$ cat config.mk
export PLATFORM = sky130hd
export DESIGN_NAME = display_scan_driver
export DESIGN_NICKNAME = d
export VERILOG_FILES = /design/src/rtl/display_pkg.sv /design/src/rtl/display_refresh_timer.sv /design/src/rtl/display_scan_driver.sv
export SDC_FILE = /design/constraint.sdc
export NUM_CORES = 1
export LEC_CHECK = 0
export ABC_AREA = 1
export CAP_MARGIN = 20
export CORE_AREA = 10 10 111 113
export CTS_CLUSTER_DIAMETER = 100
export CTS_CLUSTER_SIZE = 16
export DETAILED_ROUTE_END_ITERATION = 16
export DIE_AREA = 0 0 121 123
export GPL_TIMING_DRIVEN = 0
export PLACE_DENSITY = 0.75
export SYNTH_ARGS = -nofsm -noshare
export SYNTH_HDL_FRONTEND = slang
export SYNTH_HIERARCHICAL = 1
export SYNTH_SLANG_ARGS = --single-unit
$ cat constraint.sdc
create_clock -name clk -period 2.11 [get_ports clk]
set_clock_uncertainty 0.05 [all_clocks]
set_input_delay 0.422 -clock clk [delete_from_list [all_inputs] [get_ports clk]]
set_output_delay 0.422 -clock clk [all_outputs]
set_load 0.01 [all_outputs]
$ cat src/rtl/display_pkg.sv
// Shared definitions for the display path.
//   SEG_WIDTH    - segment lines per digit (a..g, bit 6 = a, bit 0 = g)
//   SEG_BLANK    - active-low "all segments off" code
//   scan_state_t - scan driver FSM states
//   clog2_min1   - $clog2 that never returns 0, for index/counter widths
package display_pkg;

    localparam int SEG_WIDTH = 7;
    localparam logic [SEG_WIDTH-1:0] SEG_BLANK = 7'h7F;

    typedef enum logic [1:0] {
        IDLE,
        BLANK,
        DRIVE
    } scan_state_t;

    function automatic int clog2_min1(input int n);
        return (n > 1) ? $clog2(n) : 1;
    endfunction

endpackage

$ cat src/rtl/display_refresh_timer.sv
// Slot counter for the display scan driver.
// Counts 0..REFRESH_DIV-1 while enabled and wraps at the end of each slot.
// When not enabled it is held at 0 so the next slot always starts cleanly.
//   clk, rst    - clock and synchronous active-high reset
//   enable      - count while high, hold at 0 while low
//   count       - current position within the slot
//   blank_phase - high while count < BLANK_CYCLES
//   slot_end    - high in the last cycle of a slot
module display_refresh_timer
    import display_pkg::*;
#(
    parameter int REFRESH_DIV  = 50000,
    parameter int BLANK_CYCLES = 16,
    parameter int CNT_W        = clog2_min1(REFRESH_DIV)
)(
    input  logic             clk,
    input  logic             rst,
    input  logic             enable,
    output logic [CNT_W-1:0] count,
    output logic             blank_phase,
    output logic             slot_end
);

    localparam logic [CNT_W-1:0] CNT_LAST   = CNT_W'(REFRESH_DIV - 1);
    localparam logic [CNT_W-1:0] BLANK_LAST = CNT_W'((BLANK_CYCLES > 0) ? BLANK_CYCLES - 1 : 0);

    assign slot_end    = (count == CNT_LAST);
    assign blank_phase = (BLANK_CYCLES > 0) && (count <= BLANK_LAST);

    // Slot counter: cleared whenever the scan is not running so a restart
    // always begins with a full blank phase.
    always_ff @(posedge clk) begin
        if (rst) begin
            count <= '0;
        end else if (!enable || slot_end) begin
            count <= '0;
        end else begin
            count <= count + CNT_W'(1);
        end
    end

endmodule

$ cat src/rtl/display_scan_driver.sv
// Time-multiplexed scan driver for a multi-digit 7-segment display.
// Takes the packed active-low segment bus from the hex decoder, scans one
// digit per slot with a leading blank phase for anti-ghosting, and
// double-buffers the display data so new data only lands on frame edges.
//   clk, rst   - clock and synchronous active-high reset
//   enable     - scan enable, low keeps the display dark
//   seg_in     - packed active-low segments, digit 0 in bits 6:0
//   dp_in      - active-high decimal points, bit d for digit d
//   update     - one-cycle strobe capturing seg_in/dp_in into staging
//   seg_out    - active-low segments of the driven digit
//   dp_out     - active-low decimal point of the driven digit
//   an_out     - active-low anode enables, at most one low
//   digit_idx  - index of the current slot
//   frame_done - pulse in the final cycle of the last slot
module display_scan_driver
    import display_pkg::*;
#(
    parameter int NUM_DIGITS   = 4,
    parameter int REFRESH_DIV  = 50000,
    parameter int BLANK_CYCLES = 16
)(
    input  logic                                 clk,
    input  logic                                 rst,
    input  logic                                 enable,
    input  logic [NUM_DIGITS*SEG_WIDTH-1:0]      seg_in,
    input  logic [NUM_DIGITS-1:0]                dp_in,
    input  logic                                 update,
    output logic [SEG_WIDTH-1:0]                 seg_out,
    output logic                                 dp_out,
    output logic [NUM_DIGITS-1:0]                an_out,
    output logic [clog2_min1(NUM_DIGITS)-1:0]    digit_idx,
    output logic                                 frame_done
);

    localparam int IDX_W = clog2_min1(NUM_DIGITS);
    localparam int CNT_W = clog2_min1(REFRESH_DIV);
    localparam logic [IDX_W-1:0] LAST_DIGIT = IDX_W'(NUM_DIGITS - 1);
    localparam logic [CNT_W-1:0] CNT_PENULT = CNT_W'((REFRESH_DIV > 1) ? REFRESH_DIV - 2 : 0);
    localparam logic [CNT_W-1:0] BLANK_LAST = CNT_W'((BLANK_CYCLES > 0) ? BLANK_CYCLES - 1 : 0);

    scan_state_t state_q, state_d, slot_start;
    logic [IDX_W-1:0] idx_d;
    logic             run;
    logic [CNT_W-1:0] count;
    logic             blank_phase;
    logic             slot_end;
    logic             frame_done_d;

    logic [SEG_WIDTH-1:0] seg_in_arr [NUM_DIGITS];
    logic [SEG_WIDTH-1:0] stage_seg   [NUM_DIGITS];
    logic [SEG_WIDTH-1:0] stage_seg_d [NUM_DIGITS];
    logic [SEG_WIDTH-1:0] act_seg     [NUM_DIGITS];
    logic [SEG_WIDTH-1:0] act_seg_d   [NUM_DIGITS];
    logic [NUM_DIGITS-1:0] stage_dp, stage_dp_d;
    logic [NUM_DIGITS-1:0] act_dp, act_dp_d;
    logic                  pending, pending_d;

    logic [NUM_DIGITS-1:0] an_d;
    logic [SEG_WIDTH-1:0]  seg_d;
    logic                  dp_d;

    // The counter only advances while already scanning; on the edge that
    // leaves IDLE it stays at 0 so slot 0 starts at count 0.
    assign run = (state_q != IDLE) && enable;

    display_refresh_timer #(
        .REFRESH_DIV  (REFRESH_DIV),
        .BLANK_CYCLES (BLANK_CYCLES),
        .CNT_W        (CNT_W)
    ) u_timer (
        .clk         (clk),
        .rst         (rst),
        .enable      (run),
        .count       (count),
        .blank_phase (blank_phase),
        .slot_end    (slot_end)
    );

    // Unpack the decoder bus into one code per digit.
    always_comb begin
        for (int d = 0; d < NUM_DIGITS; d++) begin
            seg_in_arr[d] = seg_in[d*SEG_WIDTH +: SEG_WIDTH];
        end
    end

    // Every slot opens in BLANK unless there is no blank phase at all.
    always_comb begin
        if (BLANK_CYCLES > 0) begin
            slot_start = BLANK;
        end else begin
            slot_start = DRIVE;
        end
    end

    // Next-state, next digit index and next frame_done. Outputs are all
    // registered, so frame_done is raised one edge ahead: when the slot
    // about to run is the last cycle of the last digit.
    always_comb begin
        state_d = state_q;
        idx_d   = digit_idx;
        case (state_q)
            IDLE: begin
                if (enable) begin
                    state_d = slot_start;
                    idx_d   = '0;
                end
            end
            BLANK, DRIVE: begin
                if (!enable) begin
                    state_d = IDLE;
                    idx_d   = '0;
                end else if (slot_end) begin
                    state_d = slot_start;
                    idx_d   = (digit_idx == LAST_DIGIT) ? '0 : digit_idx + IDX_W'(1);
                end else if (blank_phase && (count != BLANK_LAST)) begin
                    state_d = BLANK;
                end else begin
                    state_d = DRIVE;
                end
            end
            default: begin
                state_d = IDLE;
                idx_d   = '0;
            end
        endcase
        frame_done_d = (state_d != IDLE) && (idx_d == LAST_DIGIT) &&
                       ((REFRESH_DIV == 1) || (run && (count == CNT_PENULT)));
    end

    // Double buffer. An update landing on the frame-end edge bypasses
    // staging so it is not delayed by a whole frame. While dark there is
    // nothing to tear, so pending data moves to active immediately.
    always_comb begin
        stage_seg_d = stage_seg;
        stage_dp_d  = stage_dp;
        act_seg_d   = act_seg;
        act_dp_d    = act_dp;
        pending_d   = pending;
        if (update && frame_done) begin
            act_seg_d   = seg_in_arr;
            act_dp_d    = dp_in;
            stage_seg_d = seg_in_arr;
            stage_dp_d  = dp_in;
            pending_d   = 1'b0;
        end else begin
            if (pending && ((state_q == IDLE) || frame_done)) begin
                act_seg_d = stage_seg;
                act_dp_d  = stage_dp;
                pending_d = 1'b0;
            end
            if (update) begin
                stage_seg_d = seg_in_arr;
                stage_dp_d  = dp_in;
                pending_d   = 1'b1;
            end
        end
    end

    // Output values for the coming cycle; only DRIVE lights an anode, and
    // only the one for the current digit.
    always_comb begin
        an_d  = '1;
        seg_d = SEG_BLANK;
        dp_d  = 1'b1;
        if (state_d == DRIVE) begin
            an_d[idx_d] = 1'b0;
            seg_d       = act_seg_d[idx_d];
            dp_d        = ~act_dp_d[idx_d];
        end
    end

    // State, buffers and output registers.
    always_ff @(posedge clk) begin
        if (rst) begin
            state_q    <= IDLE;
            digit_idx  <= '0;
            frame_done <= 1'b0;
            an_out     <= '1;
            seg_out    <= SEG_BLANK;
            dp_out     <= 1'b1;
            pending    <= 1'b0;
            stage_dp   <= '0;
            act_dp     <= '0;
            for (int d = 0; d < NUM_DIGITS; d++) begin
                stage_seg[d] <= SEG_BLANK;
                act_seg[d]   <= SEG_BLANK;
            end
        end else begin
            state_q    <= state_d;
            digit_idx  <= idx_d;
            frame_done <= frame_done_d;
            an_out     <= an_d;
            seg_out    <= seg_d;
            dp_out     <= dp_d;
            pending    <= pending_d;
            stage_dp   <= stage_dp_d;
            act_dp     <= act_dp_d;
            stage_seg  <= stage_seg_d;
            act_seg    <= act_seg_d;
        end
    end

endmodule

# Word-level counts from Yosys, hierarchy flattened

Cells that the tools add are included.

Bits in registers: 98
Output and inout port bits: 15
Word-level logic and storage cells: 83

Add/sub/neg operators: 2
Order comparisons: 4
Equal/unequal tests: 8
Muxes and demuxes: 27
Bitwise gates (word level): 4
Reduce and logical (&&, ||, !) cells: 20

Operators by type and width:

| cell                  | number |
|---|---|
| $mux 28               | 4 |
| $eq 16x16->1 const B  | 2 |
| $add 16x1->16 const B | 1 |
| $le 16x4->1 const B   | 1 |
| $mux 2                | 8 |
| $mux 4                | 4 |
| $ne 16x4->1 const B   | 1 |
| $bmux 7 s2            | 1 |
| $mux 7                | 2 |
| $eq 2x2->1 const B    | 4 |
| $logic_and 1x1->1     | 8 |
| $pmux 2 s2            | 2 |
| $reduce_bool 2->1     | 4 |
| $reduce_or 2->1       | 4 |
| $mux 1                | 4 |
| $not 4->4             | 1 |
| $ge 3x3->1 const B    | 1 |
| $lt 2x3->1 const B    | 1 |
| $not 2->3             | 1 |
| $add 2x1->2 const B   | 1 |
| $bmux 1 s2            | 1 |
| $demux 1 s2           | 1 |
| $eq 2x1->1 const B    | 1 |
| $ge 2x1->1 const B    | 1 |
| 4 further kinds       | 6 |

# Logic depth before layout (Yosys ltp)

Gate-level depths: netlist of the first run.

Depth after elaboration: 10
Gate-level depth with buffers: 17

# Hierarchy

Netlist of the first run, hierarchy kept.

Modules (own cells, without submodules):

| module                | times used | cells an instance | area each (um^2) | seq. area each (um^2) |
|---|---|---|---|---|
| display_scan_driver   | 1          | 541               | 3831.2           | 1641.6 |
| display_refresh_timer | 1          | 131               | 940.9            | 320.3 |

# Worst setup path before layout of the first run

Ideal clock, no wire load.

Kind: register to register
From: reg u_timer.count[0]
To: reg dp_out
Setup time: 0.117 ns
Arrival time: 1.867 ns
Data required time: 1.943 ns
Slack: 0.076 ns
Cell stages (with the launch flop): 17
Buffers on the path: 0
Period minus slack after synthesis: 2.034 ns
Cell sequence: dfxtp_1 ha_1 nand3_4 nor2_2 nand2_2 inv_1 inv_2 nand2_1 nand3_1 nand2_2 nand2_4 nand2_1 inv_1 nand2_1 nand2_1 nor2_1 nand2_1

Elaborated cells on any way between the ends: 17

RTL lines:

| what                                                             | RTL line                                               | RTL |
|---|---|---|
| start: declaration                                               | display_refresh_timer.sv:19                            | `output logic [CNT_W-1:0] count,` |
| start signal: assignment                                         | display_refresh_timer.sv:38                            | `count <= count + CNT_W'(1);` |
| $eq 16x16->1 (*)                                                 | display_refresh_timer.sv:27                            | `assign slot_end = (count == CNT_LAST);` |
| named net slot_end                                               | display_scan_driver.sv:46                              | `logic slot_end;` |
| $mux 2                                                           | display_scan_driver.sv:112                             | `end else if (slot_end) begin` |
| $mux 2                                                           | display_scan_driver.sv:109                             | `if (!enable) begin` |
| $pmux 2 s2                                                       | display_scan_driver.sv:101                             | `case (state_q)` |
| $bmux 1 s2 / $eq 2x2->1 (equally long branches)                  | display_scan_driver.sv:168, display_scan_driver.sv:165 |  |
| $mux 1 (not written as such) / $not 1->1 (equally long branches) | -                                                      |  |
| $not 1->1 / $reduce_or 2->1 (equally long branches)              | -                                                      |  |
| end signal: assignment                                           | display_scan_driver.sv:194                             | `dp_out <= dp_d;` |
| end: declaration                                                 | display_scan_driver.sv:29                              | `output logic dp_out,` |

Mark *: on every way through the listed nets, which the timed path passes. The rest lies on a longest branch. The select of a mux whose other input is x is not followed.
A chain may end at the register's enable or synchronous reset.

# Final worst setup path of the first run

From: reg u_timer.count[1]
To: reg seg_out[5]

Elaborated cells on any way between the ends: 18

RTL lines:

| what                                       | RTL line                    | RTL |
|---|---|---|
| $eq 16x16->1 (*)                           | display_refresh_timer.sv:27 |  |
| named net slot_end                         | display_scan_driver.sv:46   |  |
| $mux 2                                     | display_scan_driver.sv:112  |  |
| $mux 2                                     | display_scan_driver.sv:109  |  |
| $pmux 2 s2                                 | display_scan_driver.sv:101  |  |
| $not 2->3 (not written as such)            | display_scan_driver.sv:167  | `seg_d = act_seg_d[idx_d];` |
| $bmux 7 s2                                 | display_scan_driver.sv:167  |  |
| $mux 7 (not written as such) (2 in series) | display_scan_driver.sv:167  |  |
| end signal: assignment                     | display_scan_driver.sv:193  | `seg_out <= seg_d;` |
| end: declaration                           | display_scan_driver.sv:28   | `output logic [SEG_WIDTH-1:0] seg_out,` |

Marks and branches as above.

==> flow_metrics.env, run 1 <==
export IMPL_run_status="finished clean"
export IMPL_reg2reg_slack_ps=60
export IMPL_critPathMaxFanout=7
export IMPL_final_cells=887
export IMPL_slowest_stage="dfxtp_4"
export IMPL_maxSlewHeadroom_pct=59.9
export IMPL_grt_pass1_vias=4314
export IMPL_viasPerCell=5.10
export IMPL_cts_sinks=98
export IMPL_grt_overflow=0
export IMPL_synth_area_per_cell_um2=7.10
export IMPL_diodes=0
export IMPL_core_um2=10100
export IMPL_die_h_um=123
export IMPL_utilization_pct=57.8
export IMPL_synth_flop_cell="dfxtp_1"
export IMPL_wl_per_cell_um=14.4
export IMPL_synth_most_common_cell="nand2_1"
export IMPL_dp_hpwl_um=9230
export IMPL_clock_latency_ps=370
export IMPL_portBuffers=50
export IMPL_grt_max_degree=18
export IMPL_ys_warn_count=6
export IMPL_crit_chain="ha_4 > nand3_4 > nor2_4 > nand2_2 > inv_2 > inv_2 > nand2_1 > nand3_2 > nand2_4 > nand2_8 > nor2_2 > nand2_1 > nand2_1 > nor2_1 > nand2_1"
export IMPL_whs_ps=409
export IMPL_die_width_um=121
export IMPL_ys_ff_latch=98
export IMPL_maxSlewViolCount=0
export IMPL_worstPathArrival_ps=2310
export IMPL_synth_largest_area_cell="dfxtp_1"
export IMPL_gp_congestion=0.928
export IMPL_synth_cell_types=38
export IMPL_drc=0
export IMPL_p_per_area_nw_per_um2=642
export IMPL_hold_path_class="reg -> reg"
export IMPL_worst_slew_pin_slew_ps=602
export IMPL_leakage_nw=2.60
export IMPL_peakVddDrop_v=0.000375
export IMPL_hp_start="stage_dp[2]"
export IMPL_rr_endpoint="seg_out[5]"
export IMPL_cp_common_cell="nand2_1"
export IMPL_fin_crit_ps=2050
export IMPL_fillCellCount=928
export IMPL_antenna_found_initial=0
export IMPL_vias=4525
export IMPL_htree_levels=3
export IMPL_total_power_mw=3.76
export IMPL_ant_nets=0
export IMPL_setup_violations=0
export IMPL_final_nets=786
export IMPL_required_ps=2370
export IMPL_max_freq_mhz=488
export IMPL_die_area_um2=14900
export IMPL_dr_pass1_iters=5
export IMPL_synth_edf_count=0
export IMPL_path_clk_slew_ps=90
export IMPL_placementRows=37
export IMPL_cts_buffers=9
export IMPL_cts_tree="yes"
export IMPL_period_share_pct=97.1
export IMPL_reg2regPathDepth=15
export IMPL_synth_nets=712
export IMPL_worstHoldPathCells=2
export IMPL_ios=51
export IMPL_area_growth_pct=22.7
export IMPL_syn_cell_area_um2=4770
export IMPL_tns_ps=0
export IMPL_drt_wl_total_um=12800
export IMPL_cts_root_buf="clkbuf_8"
export IMPL_crit_type="reg -> reg"
export IMPL_ys_top_cells_by_count="nand2_1, dfxtp_1, inv_1"
export IMPL_hold_violations=0
export IMPL_postSynthCellCount=672
export IMPL_place_inst=858
export IMPL_worst_setup_path_end_kind="flop"
export IMPL_drt_initial_drc_count=527
export IMPL_drv_cap=0
export IMPL_drive_gt1_share_pct=18.5
export IMPL_grt_usage_pct=17.0
export IMPL_crit_path_start_kind="flop"
export IMPL_ys_seq_area_share_pct=41.1
export IMPL_initial_utilization_pct=47.1
export IMPL_slowest_delay_ps=380
export IMPL_synth_top_cell_area_share_pct=41.1
export IMPL_synthArstFlopShare_pct=0
export IMPL_ys_top_cells_by_area="dfxtp_1, nand2_1, nand3_1"
export IMPL_regToRegStartpoint="u_timer/count[1]"
export IMPL_hold_end="stage_dp[2]"
export IMPL_cts_hold_buf=0
export IMPL_clk_path_buf_depth=2
export IMPL_grt_pass1_wl_um=20700
==> through the flow <==
stage                     cell area (um2)  setup WS (ps)
after floorplan                      4770           75.8
after global placement               5440           -370
after detailed placement             5440           -400
after CTS                            5730           29.3
after global routing                 5860          -50.2
final                                5860           61.2
==> routing by layer <==
metal	vias up	share of wire [%]	wire [um]	GRT usage (%)
met4	0	1.4	181	6.33
li1	2268	-	-	-
met1	2065	43	5520	21.8
met2	175	47	6030	27.6
met3	17	8.4	1070	3.51
met5	-	0	0	0
==> how the worst max path moves through the flow <==
stage	start	cells past startpoint	slack, ps	to
global placement	u_timer/count[0]	16	-370	dp_out
CTS	u_timer/count[1]	16	30	dp_out
floorplan	u_timer/count[0]	16	80	dp_out
detailed placement	u_timer/count[0]	16	-400	dp_out
finish	u_timer/count[1]	15	60	seg_out[5]
global route	u_timer/count[1]	15	-50	seg_out[3]
==> report_power, final <==
part           switching (mW)  internal [mW]
registers              0.0328           1.92
logic                   0.253          0.184
clock network           0.686          0.680
==> placed cells by master (no fill, tap or decap), types with 7 or more instances in the layout <==
master and count:
o211ai_2 8, clkdlybuf4s50_1 50, inv_2 7, o21ai_1 11, nand2_1 222, nor2_4 8, buf_4 14, nand2_2 15
o21ai_0 19, dfxtp_1 90, nand3_1 54, nand4_1 7, nand2_4 7, nor2_2 16, nor2_1 51, o21ai_2 10
clkbuf_1 14, inv_1 54, clkbuf_8 9, a21oi_1 21
==> flip-flops by register name (all words and copies together) (netlist names) <==
register       cells
act_dp             4
act_seg           28
an_out             4
digit_idx          2
dp_out             1
frame_done         1
pending            1
seg_out            7
stage_dp           4
stage_seg         28
state_q            2
u_timer/count     16
==> final cells by class <==
cell class,count,area (um2),area share (%)
multi-input combinational,483,2460,42.0
buffer,28,186,3.18
sequential,98,1980,33.8
inverter,65,255,4.36
timing repair buffer,61,583,9.96
tap,136,170,2.91
clock inverter,7,101,1.73
clock buffer,9,124,2.12
==> worst max-delay path: cells and delay by family, from the launching register on <==
family / cells / cell delay, ps
adders and majority gates: 1 / 160
buffers and inverters: 2 / 130
and+or+nand+nor: 12 / 1270
DFF: 1 / 380
==> cell families after synthesis <==
family | after synthesis | synth area share (%)
mux | 1 | 0.210
flops | 98 | 41.1
xor+xnor | 5 | 0.918
compound gates | 78 | 10.8
buf+inv | 93 | 9.07
fa+ha+maj | 4 | 1.05
simple gates | 393 | 36.8
==> what timing repair did <==
action / in CTS / in global routing
resized for setup: 14 / 21
endpoints found under the setup margin: 11 / 9
pin swaps: 2 / 15
setup buffers: 3 / 9
cloned: 0 / 2
endpoints found under the hold margin: 0 / 0
(Power assumes the default switching activity.)
==> inputs of run 2 (changes only) <==
ABC_CLOCK_PERIOD_IN_PS = 2110   (was unset)
GPL_TIMING_DRIVEN = unset   (was 0)
==> run 2 against run 1 <==
Compared with the run above:
- count of clock-buffer cells in the layout up 1
- maximum frequency up 4.4%
- via count down 1.5%
- final area down 0.28%
- power down 1.5%
- clock power down 4%
- critical path depth unchanged
- sequential power about the same
- cell count down 1.1%
==> flow_metrics.env, run 2 (same netlist as run 1, synthesis figures left out) <==
export IMPL_fin_crit_ps=1960
export IMPL_drive_gt1_share_pct=17.8
export IMPL_antenna_found_initial=0
export IMPL_grt_pass1_wl_um=20600
export IMPL_worst_slew_pin_slew_ps=292
export IMPL_worst_path_buf_inv=2
export IMPL_ff_latch_area_um2=1980
export IMPL_tns_ps=0
export IMPL_cts_sinks=98
export IMPL_dp_hpwl_um=8740
export IMPL_gp_congestion=0.867
export IMPL_grt_pass1_vias=4350
export IMPL_cts_root_buf="clkbuf_8"
export IMPL_maxSlewHeadroom_pct=80.4
export IMPL_wl_met1_um=5480
export IMPL_setup_violations=0
export IMPL_grt_usage_pct=16.8
export IMPL_drv_cap=0
export IMPL_worst_setup_path_end_kind="flop"
export IMPL_layout_common_cells="nand2_1, dfxtp_1, inv_1, nand3_1, nor2_1"
export IMPL_grt_overflow=0
export IMPL_cts_hold_buf=0
export IMPL_place_inst=857
export IMPL_critPathMaxFanout=9
export IMPL_power_net_switching_uw=997
export IMPL_crit_type="reg -> reg"
export IMPL_clkPwrFrac_pct=35.4
export IMPL_die_width_um=121
export IMPL_diodes=0
export IMPL_final_common_cell="nand2_1"
export IMPL_wl_per_cell_um=14.5
export IMPL_route_met3_wl_um=761
export IMPL_vias=4456
export IMPL_portBuffers=50
export IMPL_placementRows=37
export IMPL_internal_power_mw=2.70
export IMPL_topRoutingLayerUsed="met4"
export IMPL_hold_violations=0
export IMPL_hold_path_class="reg -> reg"
export IMPL_worstPathArrival_ps=2240
export IMPL_wl_met2_um=6190
export IMPL_path_delay_family="simple AND/OR/NAND/NOR gates"
export IMPL_period_share_pct=93.0
export IMPL_rsz0062_at_grt="no"
export IMPL_area_growth_pct=22.4
export IMPL_drt_initial_drc_count=325
export IMPL_crit_path_start_kind="flop"
export IMPL_max_freq_mhz=510
export IMPL_path_clk_slew_ps=100
export IMPL_cts_buffers=9
export IMPL_core_um2=10100
export IMPL_clk_path_buf_depth=2
export IMPL_ant_nets=0
export IMPL_slowest_delay_ps=360
export IMPL_reg_top3="act_seg (28), stage_seg (28), u_timer/count (16)"
export IMPL_slowest_stage="dfxtp_2"
export IMPL_fillCellCount=932
export IMPL_cp_common_cell="nand2_1"
export IMPL_initial_utilization_pct=47.1
export IMPL_drt_wl_total_um=12700
export IMPL_die_area_um2=14900
export IMPL_grt_max_degree=47
export IMPL_leakage_nw=2.63
export IMPL_ios=51
export IMPL_drc=0
export IMPL_seqPwrFrac_pct=52.8
export IMPL_cts_tree="yes"
export IMPL_required_ps=2390
export IMPL_p_per_area_nw_per_um2=634
export IMPL_run_status="finished clean"
export IMPL_final_nets=776
export IMPL_peakVddDrop_v=0.000397
export IMPL_crit_chain="ha_4 > nand3_4 > nor2_4 > nand2_2 > inv_2 > inv_2 > nand2_1 > nand3_1 > nand2_2 > nand2_4 > nor2_4 > nand2_1 > nand2_1 > a21oi_2 > nand2_1"
export IMPL_viasPerCell=5.08
export IMPL_htree_levels=3
export IMPL_dr_pass1_iters=5
export IMPL_combPwrFrac_pct=11.7
export IMPL_die_h_um=123
export IMPL_maxSlewViolCount=0
export IMPL_swShare_pct=26.9
export IMPL_clock_latency_ps=390
export IMPL_multi_input_area_um2=2400
export IMPL_final_cells=877
[run 2: cell types whose count changed in the layout (fill, tap and decap cells not counted), moves of 3 or more]
cell,before,now
nand2_1,222,230
nand2_2,15,9
clkbuf_1,14,0
buf_12,1,5
buf_6,5,0
buf_2,4,0
buf_4,14,24
nor2_2,16,13
[run 2: per-stage QoR]
step / setup WS [ps] / util [%] / total power [mW] / instance area, um2 / hold WS, ps
4_1_cts: 23.6 / 56.8 / 3.70 / 5750 / 423
2_1_floorplan: 75.8 / - / 2.27 / 4770 / 379
3_3_place_gp: 59.9 / 54.5 / 2.40 / 5520 / 389
6_report: 148 / 57.6 / 3.70 / 5840 / 418
5_1_grt: 1.42 / 57.6 / 3.84 / 5840 / 448
3_5_place_dp: 12.7 / 54.5 / 2.42 / 5520 / 399
[run 2: per-layer routing]
layer | global-route usage (%) | up-vias
met1 | 20.3 | 2069
met4 | 7.32 | 0
met3 | 3.33 | 23
li1 | - | 2239
met2 | 28.7 | 125
met5 | 0 | -
[run 2: repair_timing]
item / in CTS / in global routing
pin swaps: 1 / 2
gates resized for setup: 1 / 17
endpoints found under the setup margin: 2 / 10
buffers inserted: 1 / 2
gates cloned: 0 / 1
[run 2: worst paths after layout]
kind	endpoint	from	slack [ps]	cells after the start
max	seg_out[4]	u_timer/count[1]	150	15
min	stage_seg[16]	stage_seg[16]	420	2
max reg2reg	seg_out[4]	u_timer/count[1]	150	15
min reg2reg	stage_seg[16]	stage_seg[16]	420	2
[run 2: final cells by class]
type	count	area share, %
Timing Repair Buffer	81	14.3
Sequential cell	98	33.8
Clock inverter	6	1.24
Multi-Input combinational cell	481	41.2
Tap cell	136	2.91
Clock buffer	10	2.36
Inverter	65	4.22
[run 2: worst min-delay path, delay by kind of cell (launching register included)]
kind | cells | cell delay [ps]
flip-flops | 1 | 310
AO/OA/AOI/OAI | 1 | 60
buffers and inverters | 1 | 60
[run 2: power groups by stage]
stage | clock (mW) | sequential [mW] | combinational (mW)
detailed placement | 0 | 2.00 | 0.416
floorplan | 0 | 1.99 | 0.275
global route | 1.39 | 1.96 | 0.485
CTS | 1.33 | 1.96 | 0.420
global placement | 0 | 2.00 | 0.402
finish | 1.31 | 1.96 | 0.434
